==> config.mk <==
export PLATFORM = sky130hd
export DESIGN_NAME = bus_transfer_sequencer_flat
export DESIGN_NICKNAME = d
export VERILOG_FILES = /design/src/rtl/bus_transfer_sequencer_if.sv /design/src/rtl/bus_transfer_sequencer.sv /design/src/flat_wrapper.sv
export SDC_FILE = /design/constraint.sdc
export NUM_CORES = 1
export LEC_CHECK = 0
export CAP_MARGIN = 25
export CORE_AREA = 2 2 67 69
export CTS_CLUSTER_DIAMETER = 80
export DETAILED_ROUTE_END_ITERATION = 12
export DIE_AREA = 0 0 69 71
export PLACE_DENSITY_LB_ADDON = 0.3
export SLEW_MARGIN = 20
export SYNTH_ARGS = -nofsm -noshare
export SYNTH_HDL_FRONTEND = slang
export SYNTH_SLANG_ARGS = --single-unit
==> constraint.sdc <==
create_clock -name CLK -period 2.2 [get_ports CLK]
set_clock_uncertainty 0.05 [all_clocks]
set_input_delay 0.44 -clock CLK [delete_from_list [all_inputs] [get_ports CLK]]
set_output_delay 0.44 -clock CLK [all_outputs]
set_load 0.03 [all_outputs]
==> src/rtl/bus_transfer_sequencer_if.sv <==
// Signal bundle between the control unit / shared register bus and the bus transfer sequencer.
interface bus_transfer_sequencer_if #(
  parameter int unsigned N_REGS = 4,
  parameter int unsigned IDX_W  = 2
);
  logic              req;
  logic [IDX_W-1:0]  src;
  logic [IDX_W-1:0]  dst;
  logic              imm_en;
  logic [7:0]        imm;
  logic [7:0]        bus_in;
  logic [N_REGS-1:0] OE;
  logic [N_REGS-1:0] WE;
  logic [7:0]        bus_out;
  logic              bus_drive;
  logic              busy;
  logic              done;
  logic              err;
  logic [7:0]        last_data;

  modport master (
    output req, src, dst, imm_en, imm, bus_in,
    input  OE, WE, bus_out, bus_drive, busy, done, err, last_data
  );

  modport slave (
    input  req, src, dst, imm_en, imm, bus_in,
    output OE, WE, bus_out, bus_drive, busy, done, err, last_data
  );
endinterface

==> src/rtl/bus_transfer_sequencer.sv <==
// Bus initiator: sequences per-register OE/WE strobes for one register or immediate transfer at a time
// and captures the transferred byte.
module bus_transfer_sequencer #(
  parameter int unsigned N_REGS = 4,
  parameter int unsigned IDX_W  = 2,
  parameter int unsigned SETTLE = 1
) (
  input  logic                    CLK,
  input  logic                    RESET_n,
  bus_transfer_sequencer_if.slave bus
);

  localparam int unsigned CNT_W  = 4;
  localparam int unsigned DATA_W = 8;
  localparam logic [IDX_W:0]    REG_LIMIT   = (IDX_W + 1)'(N_REGS);
  localparam logic [N_REGS-1:0] ONE_HOT_LSB = N_REGS'(1);

  typedef enum logic [1:0] {
    ST_IDLE  = 2'd0,
    ST_DRIVE = 2'd1,
    ST_WRITE = 2'd2,
    ST_DONE  = 2'd3
  } state_e;

  typedef struct packed {
    logic [IDX_W-1:0]  src;
    logic [IDX_W-1:0]  dst;
    logic              imm_en;
    logic [DATA_W-1:0] imm;
    logic              rej;
  } xfer_t;

  state_e            state_q, state_d;
  logic [CNT_W-1:0]  cnt_q, cnt_d;
  xfer_t             xfer_q, xfer_d;
  logic [DATA_W-1:0] last_data_q, last_data_d;
  logic [N_REGS-1:0] oe_q, oe_d;
  logic [N_REGS-1:0] we_q, we_d;
  logic [DATA_W-1:0] bus_out_q, bus_out_d;
  logic              bus_drive_q, bus_drive_d;
  logic              busy_q, busy_d;
  logic              done_q, done_d;
  logic              err_q, err_d;
  logic              req_bad_c;
  logic              src_en_c;

  // Request rejected on out-of-range index or a register copied onto itself
  assign req_bad_c = ({1'b0, bus.dst} >= REG_LIMIT) ||
                     (!bus.imm_en && (({1'b0, bus.src} >= REG_LIMIT) || (bus.src == bus.dst)));

  always_comb begin
    state_d     = state_q;
    cnt_d       = cnt_q;
    xfer_d      = xfer_q;
    last_data_d = last_data_q;
    src_en_c    = 1'b0;
    oe_d        = '0;
    we_d        = '0;
    bus_out_d   = '0;
    bus_drive_d = 1'b0;
    busy_d      = 1'b0;
    done_d      = 1'b0;
    err_d       = 1'b0;

    case (state_q)
      ST_IDLE: begin
        if (bus.req) begin
          xfer_d = '{src: bus.src, dst: bus.dst, imm_en: bus.imm_en, imm: bus.imm, rej: req_bad_c};
          if (req_bad_c) begin
            state_d = ST_DONE;
          end else begin
            state_d = ST_DRIVE;
            cnt_d   = CNT_W'(SETTLE - 1);
          end
        end
      end
      ST_DRIVE: begin
        if (cnt_q == '0) begin
          state_d = ST_WRITE;
        end else begin
          cnt_d = cnt_q - CNT_W'(1);
        end
      end
      ST_WRITE: begin
        last_data_d = bus.bus_in;
        state_d     = ST_DONE;
      end
      ST_DONE: state_d = ST_IDLE;
      default: state_d = ST_IDLE;
    endcase

    // Outputs are registered, so they are decoded from the state being entered
    src_en_c = (state_d == ST_DRIVE) || (state_d == ST_WRITE);
    if (src_en_c && xfer_d.imm_en) begin
      bus_drive_d = 1'b1;
      bus_out_d   = xfer_d.imm;
    end
    if (src_en_c && !xfer_d.imm_en) begin
      oe_d = ONE_HOT_LSB << xfer_d.src;
    end
    if (state_d == ST_WRITE) begin
      we_d = ONE_HOT_LSB << xfer_d.dst;
    end
    busy_d = (state_d != ST_IDLE);
    done_d = (state_d == ST_DONE);
    err_d  = done_d && xfer_d.rej;
  end

  always_ff @(posedge CLK or negedge RESET_n) begin
    if (!RESET_n) begin
      state_q     <= ST_IDLE;
      cnt_q       <= '0;
      xfer_q      <= '0;
      last_data_q <= '0;
      oe_q        <= '0;
      we_q        <= '0;
      bus_out_q   <= '0;
      bus_drive_q <= 1'b0;
      busy_q      <= 1'b0;
      done_q      <= 1'b0;
      err_q       <= 1'b0;
    end else begin
      state_q     <= state_d;
      cnt_q       <= cnt_d;
      xfer_q      <= xfer_d;
      last_data_q <= last_data_d;
      oe_q        <= oe_d;
      we_q        <= we_d;
      bus_out_q   <= bus_out_d;
      bus_drive_q <= bus_drive_d;
      busy_q      <= busy_d;
      done_q      <= done_d;
      err_q       <= err_d;
    end
  end

  assign bus.OE        = oe_q;
  assign bus.WE        = we_q;
  assign bus.bus_out   = bus_out_q;
  assign bus.bus_drive = bus_drive_q;
  assign bus.busy      = busy_q;
  assign bus.done      = done_q;
  assign bus.err       = err_q;
  assign bus.last_data = last_data_q;

endmodule

==> src/flat_wrapper.sv <==
// flat-port wrapper written by rule: the top's interface ports become plain ports
module bus_transfer_sequencer_flat 
#(
  parameter int unsigned N_REGS = 4,
  parameter int unsigned IDX_W  = 2,
  parameter int unsigned SETTLE = 1
)
  (CLK, RESET_n, bus_req, bus_src, bus_dst, bus_imm_en, bus_imm, bus_bus_in, bus_OE, bus_WE, bus_bus_out, bus_bus_drive, bus_busy, bus_done, bus_err, bus_last_data);
  bus_transfer_sequencer_if #(.N_REGS(N_REGS), .IDX_W(IDX_W)) bus_i ();
  input  logic CLK;
  input  logic RESET_n;
  input wire logic [$bits(bus_i.req)-1:0] bus_req;
  input wire logic [$bits(bus_i.src)-1:0] bus_src;
  input wire logic [$bits(bus_i.dst)-1:0] bus_dst;
  input wire logic [$bits(bus_i.imm_en)-1:0] bus_imm_en;
  input wire logic [$bits(bus_i.imm)-1:0] bus_imm;
  input wire logic [$bits(bus_i.bus_in)-1:0] bus_bus_in;
  output wire logic [$bits(bus_i.OE)-1:0] bus_OE;
  output wire logic [$bits(bus_i.WE)-1:0] bus_WE;
  output wire logic [$bits(bus_i.bus_out)-1:0] bus_bus_out;
  output wire logic [$bits(bus_i.bus_drive)-1:0] bus_bus_drive;
  output wire logic [$bits(bus_i.busy)-1:0] bus_busy;
  output wire logic [$bits(bus_i.done)-1:0] bus_done;
  output wire logic [$bits(bus_i.err)-1:0] bus_err;
  output wire logic [$bits(bus_i.last_data)-1:0] bus_last_data;
  assign bus_i.req = bus_req;
  assign bus_i.src = bus_src;
  assign bus_i.dst = bus_dst;
  assign bus_i.imm_en = bus_imm_en;
  assign bus_i.imm = bus_imm;
  assign bus_i.bus_in = bus_bus_in;
  assign bus_OE = bus_i.OE;
  assign bus_WE = bus_i.WE;
  assign bus_bus_out = bus_i.bus_out;
  assign bus_bus_drive = bus_i.bus_drive;
  assign bus_busy = bus_i.busy;
  assign bus_done = bus_i.done;
  assign bus_err = bus_i.err;
  assign bus_last_data = bus_i.last_data;
  bus_transfer_sequencer #(.N_REGS(N_REGS), .IDX_W(IDX_W), .SETTLE(SETTLE)) u_core (.CLK(CLK), .RESET_n(RESET_n), .bus(bus_i));
endmodule
==> flow_metrics.tcl <==
set metrics [dict create \
    clock.fmax_mhz 479.3 \
    synth_fa_ha_area_frac 0.03322 \
    syn_area_sq_mm 0.001883 \
    setup_viol 0 \
    grt_pass1_vias 1341 \
    instances_no_fill 265 \
    cts.sinks 48 \
    core-area_sq_mm 0.004204 \
    cts_tree "built" \
    io_pins 52 \
    p_total_mw 3.870 \
    holdCritPathClass "input pin to async pin" \
    path_clk_slew_ns 0.09 \
    r2r-start "u_core.cnt_q[0]" \
    placed_cells 257 \
    synth-simple-area-share 0.1176 \
    vias_per_cell 4.808 \
    die_w_um 69 \
    overflow 0 \
    synth_seq_area_share 0.6379 \
    synthXorXnorAreaFrac 0.009302 \
    setup_tns_ns 0 \
    synth_largest_area_cell "dfrtp_1" \
    clockRootBuffer "clkbuf_8" \
    layout.cells.most_common_list "clkdlybuf4s50_1, dfrtp_1, buf_4" \
    cts_max_level 2 \
    critPathMaxStageDelay_ns 0.43 \
    routed_wl_um 3754 \
    cp_data_required_time_ns 2.36 \
    synth_mux_area_frac 0.1336 \
    synth_top_family_by_area "multiplexers" \
    grt_pass1_wl_um 6451 \
    post-route-util 0.6378 \
    critPathSlowestCell "clkdlybuf4s50_1" \
    drv_cap 0 \
    finalMaxSlewViolations 0 \
    n_antenna_cell 0 \
    worstSetupEndpointType "register" \
    grt_use_total 0.1691 \
    final_cell_area_sq_mm 0.002681 \
    die_h_um 71 \
    drc 0 \
    cp_cell_sequence "clkdlybuf4s50_1 -> or3_1 -> nor3_2 -> a21oi_1 -> ha_2 -> nand2_1 -> nor3_1" \
    critPathLaunchType "input pin" \
    p_per_area_mw_per_mm2 1443 \
    ys.warnings.count 0 \
    synth_area_per_cell_sq_um 13.36 \
    worst_pin_slew_ns 0.4855 \
    synth_compound_area_frac 0.02857 \
    syn-instance-count 141 \
    slew_headroom 0.6764 \
    cts_buffers 5 \
    clock_latency_ns 0.31 \
    period_minus_slack_ns 2.087 \
    crit_type "input pin to register" \
    rsz0062_at_grt "no" \
    rr_worst_depth 9 \
    final_common_cell "clkdlybuf4s50_1" \
    place_ws_ns -0.3130 \
    drtIter0Drc 32 \
    finalHoldViolations 0 \
    placedInstanceArea_sq_mm 0.002562 \
    synth_top_area_share 0.6379 \
    row_count 24 \
    netlist_top_cells_area "dfrtp_1, mux2_2, mux2_1" \
    firstDrtPassIters 4 \
    io_buffers 51 \
    cp_max_fo 11 \
    layout_setup_ws_ns 0.1135 \
    antenna_found_initial 0 \
    place_congestion 0.7540 \
    cts_buffer_depth 2 \
    hold_ws_ns 0.03014 \
    synth.distinct_cells 31 \
    timing.reg2reg.setup_slack_ns 0.21 \
    dpl.hpwl_um 2816 \
    worst_r2r_endpoint "u_core.bus.OE[3]" \
    p_leak_nw 1.271 \
    cts_setup_buffers 0 \
    critPathArrivalTime_ns 2.24 \
    initial_core_util 0.4479 \
    vias 1274 \
    nets 241 \
    syn2layout_area_growth_pct 42.39 \
    drive_gt1_frac 0.2019 \
    syn_nets 170 \
    wl_per_cell_um 14.17 \
    fin_crit_sh 0.9484 \
    grt_max_degree 23 \
    synth_seq_cells 48 \
    ir_drop_mv 0.7108 \
    die_area_sq_mm 0.004899 \
    status "complete, no violations" \
    ant_nets 0 \
]
power by group:
group	total [mW]	internal, mW	switching [mW]
registers	1.38	1.25	0.130
clock network	0.636	0.336	0.300
logic	1.86	0.865	0.994
total	3.87	2.45	1.42
timing repair:
action / CTS / global route
hold buffers: 0 / 0
gates resized for setup: 0 / 2
setup endpoints to repair: 0 / 7
worst max path at each step:
stage                          start          endpoint  slack (ns)  cells after the start
after floorplan           bus_imm_en  u_core.bus.OE[0]        0.27                      7
after global placement    bus_imm_en  u_core.bus.OE[3]       -0.14                      7
after detailed placement  bus_imm_en  u_core.bus.OE[3]       -0.31                      7
after CTS                 bus_imm_en  u_core.bus.OE[2]       0.007                      7
after global routing      bus_imm_en  u_core.bus.OE[3]        0.01                      7
final                     bus_imm_en  u_core.bus.OE[3]        0.11                      7
registers in the layout, indices dropped and copies added (netlist names):
signal	cells
u_core.xfer_q	14
u_core.bus.bus_out	8
u_core.bus.last_data	8
u_core.bus.OE	4
u_core.bus.WE	4
u_core.cnt_q	4
u_core.state_q	2
u_core.bus.bus_drive	1
u_core.bus.busy	1
u_core.bus.done	1
u_core.bus.err	1
worst max-delay path, delay by kind of cell:
kind	cells	cell delay [ns]
AND/OR/NAND/NOR	4	0.82
buffers and inverters	1	0.43
adder cells (fa/ha/maj)	1	0.43
AO/OA/AOI/OAI	1	0.13
Yosys cell counts:
master	count
a22o_1	1
o21ai_0	3
nor3b_1	1
inv_2	1
buf_4	1
nor2_1	6
mux2_1	6
nand2_1	4
clkinv_1	1
nor3b_4	1
o31ai_1	1
nor4_1	2
ha_1	5
mux2_2	11
nand3_1	1
or2b_1	1
mux2i_1	6
and2_1	1
buf_2	3
a211o_1	2
and3_1	10
xor2_1	2
nand4bb_1	1
nor3_1	3
clkbuf_1	1
a21oi_1	1
or3_1	3
dfrtp_1	48
or2_2	1
inv_1	11
nand2b_1	2
metal layers:
| metal | wire [um] | global-route usage |
|---|---|---|
| met3 | 241 | 0.05983 |
| met1 | 1615 | 0.2072 |
| met2 | 1831 | 0.2767 |
| met4 | 65 | 0.06536 |
| met5 | 0 | 0 |
cell type report:
| cell class | instances | area [sq um] |
|---|---|---|
| inverter | 13 | 48.80 |
| fill | 343 | 1523 |
| multi-input combinational | 75 | 614.3 |
| clock inverter | 3 | 42.54 |
| timing repair buffer | 69 | 640.6 |
| tap | 52 | 65.06 |
| clock buffer | 5 | 68.82 |
| sequential | 48 | 1201 |
cell families after synthesis:
kind of cell,count (synthesis)
flip-flops,48
AND/OR/NAND/NOR,37
multiplexers,23
buffers and inverters,18
AO/OA/AOI/OAI,8
adder cells (fa/ha/maj),5
XOR/XNOR,2
Power figures use the tool's default switching activity.
==> variant (config.mk and constraints unchanged) <==
Encoding of `state_e`: now Gray code (2 bits for 4 states).
--- a/src/rtl/bus_transfer_sequencer.sv
+++ b/src/rtl/bus_transfer_sequencer.sv
@@ -18,6 +18,6 @@
   typedef enum logic [1:0] {
-    ST_IDLE  = 2'd0,
-    ST_DRIVE = 2'd1,
-    ST_WRITE = 2'd2,
-    ST_DONE  = 2'd3
+    ST_IDLE  = 2'b00,
+    ST_DRIVE = 2'b01,
+    ST_WRITE = 2'b11,
+    ST_DONE  = 2'b10
   } state_e;
Behaviour: no difference found for any inputs over 10 cycles, from zero or initial values and one cycle with RESET_n low; not proved beyond that.
==> variant against the unedited design <==
- area after synthesis up 1.5%
- clock power grew 5.7%
- count of clock-buffer cells in the layout is 2 higher
- register-to-register slack better by 0.23 ns
- routed wire length down 0.19%
- critical endpoint is now u_core.bus.OE[2]
- setup slack improved by 0.19 ns
- via count grew 2.8%
- utilization is 1.5 points lower
- design area decreased by 2.4%
- sequential cell count is the same
- total power decreased by 4.4%
==> variant: results (changes against the unedited design) <==
Drt
  • Met3 routed WL: 265 um (was 241 um)
  • Avg WL per Cell: 14.4 um (was 14.2 um)
  • Met2 wire len: 1920 um (was 1830 um)
  • Metal1 wirelength: 1500 um (was 1620 um)
  • Starting DRT DRC Count: 39 (was 32)

Placed design
  • Gpl congestion: 0.805 (was 0.754)
  • Placed cell count: 253 (was 257)
  • Placed inst area: 2490 um^2 (was 2560 um^2)
  • Post-DP HPWL: 2740 um (was 2820 um)
  • Place WS: 0.0142 ns (was -0.313 ns)

Global routing
  • Met2 usage: 28.2% (was 27.7%)
  • Largest net degree at the start of global routing: 49 (was 23)
  • GR Util met1: 19.0% (was 20.7%)
  • Met3 usage in global routing: 4.70% (was 5.98%)
  • GRT Util Overall: 16.3% (was 16.9%)
  • Global-route wire length before repair: 6320 um (was 6450 um)

Yosys
  • Unique masters post-synth: 32 (was 31)
  • Synthesized area: 1910 um^2 (was 1880 um^2)
  • Post-Syn Instances: 150 (was 141)
  • Compound-cell area share of the yosys netlist: 4.78% (was 2.86%)
  • Xor and xnor fraction of the mapped netlist area: 0.916% (was 0.930%)
  • Mux cell area share after synthesis: 11.5% (was 13.4%)
  • Post-Syn Nets: 176 (was 170)
  • Most frequent cells after synthesis: dfrtp_1 (48), mux2_2 (16), nand2_1 (13), nor2b_1 (11), o21ai_0 (7) (was dfrtp_1 (48), inv_1 (11), mux2_2 (11), and3_1 (10))
  • Register area share after synthesis: 62.8% (was 63.8%)
  • Post-Synth Adder-Cell Area: 1.31% (was 3.32%)
  • Synth area leaders: dfrtp_1 (63%), mux2_2 (9.4%), nor2b_1 (3.6%), nand2_1 (2.6%), mux2i_1 (2.1%) (was dfrtp_1 (64%), mux2_2 (6.6%), mux2_1 (3.6%), and3_1 (3.3%), ha_1 (3.3%))

Layout
  • Share of cells above drive strength 1: 15.3% (was 20.2%)
  • ClkCell Share: 4.83% (was 4.15%)
  • Layout area overhead: 36.8% (was 42.4%)
  • Clock buffers: 7 (was 5)
  • Filler Cell Count: 338 (was 343)
  • NonClk Buf Share: 20.9% (was 23.9%)
  • Comb_multi_in: 92 (was 75)
  • Final net count: 234 (was 241)
  • Multi-input logic area: 653 um^2 (was 614 um^2)

Clock network
  • Clock latency on the worst-skew pair: 0.29 ns (was 0.31 ns)

Timing
  • Worst rel slew slack: 60.3% (was 67.6%)

Power and ir drop
  • VDD IR-drop max: 691 uV (was 711 uV)

Critical path
  • Crit-path slowest cell: or3b_2 (was clkdlybuf4s50_1)
  • Max stage delay on crit path: 0.57 ns (was 0.43 ns)

Status
  • Status: finished, final reports clean (unchanged)
[variant: cell count changes after synthesis, sizes merged, moves of 2 or more]
cell | unedited run | this run
nor2b | 0 | 11
and3 | 10 | 0
nand2 | 4 | 13
inv | 12 | 6
nor4 | 2 | 6
o21ai | 3 | 7
ha | 5 | 2
a211o | 2 | 0
mux2i | 6 | 4
[variant: worst paths after layout]
kind / from / endpoint / slack (ns) / cells after the start
max in group asynchronous: RESET_n / u_core.state_q[1] / 1.52 / 2
max: bus_req / u_core.bus.OE[2] / 0.30 / 5
min: RESET_n / u_core.bus.last_data[6] / 0.18 / 2
min reg2reg: u_core.xfer_q[0] / u_core.xfer_q[0] / 0.44 / 2
min in group CLK: u_core.xfer_q[0] / u_core.xfer_q[0] / 0.44 / 2
max reg2reg: u_core.state_q[0] / u_core.bus.OE[2] / 0.44 / 4
[variant: where the power goes]
group          switching (mW)  internal [mW]
Clock                   0.271          0.401
Sequential              0.208           1.23
Combinational           0.853          0.735
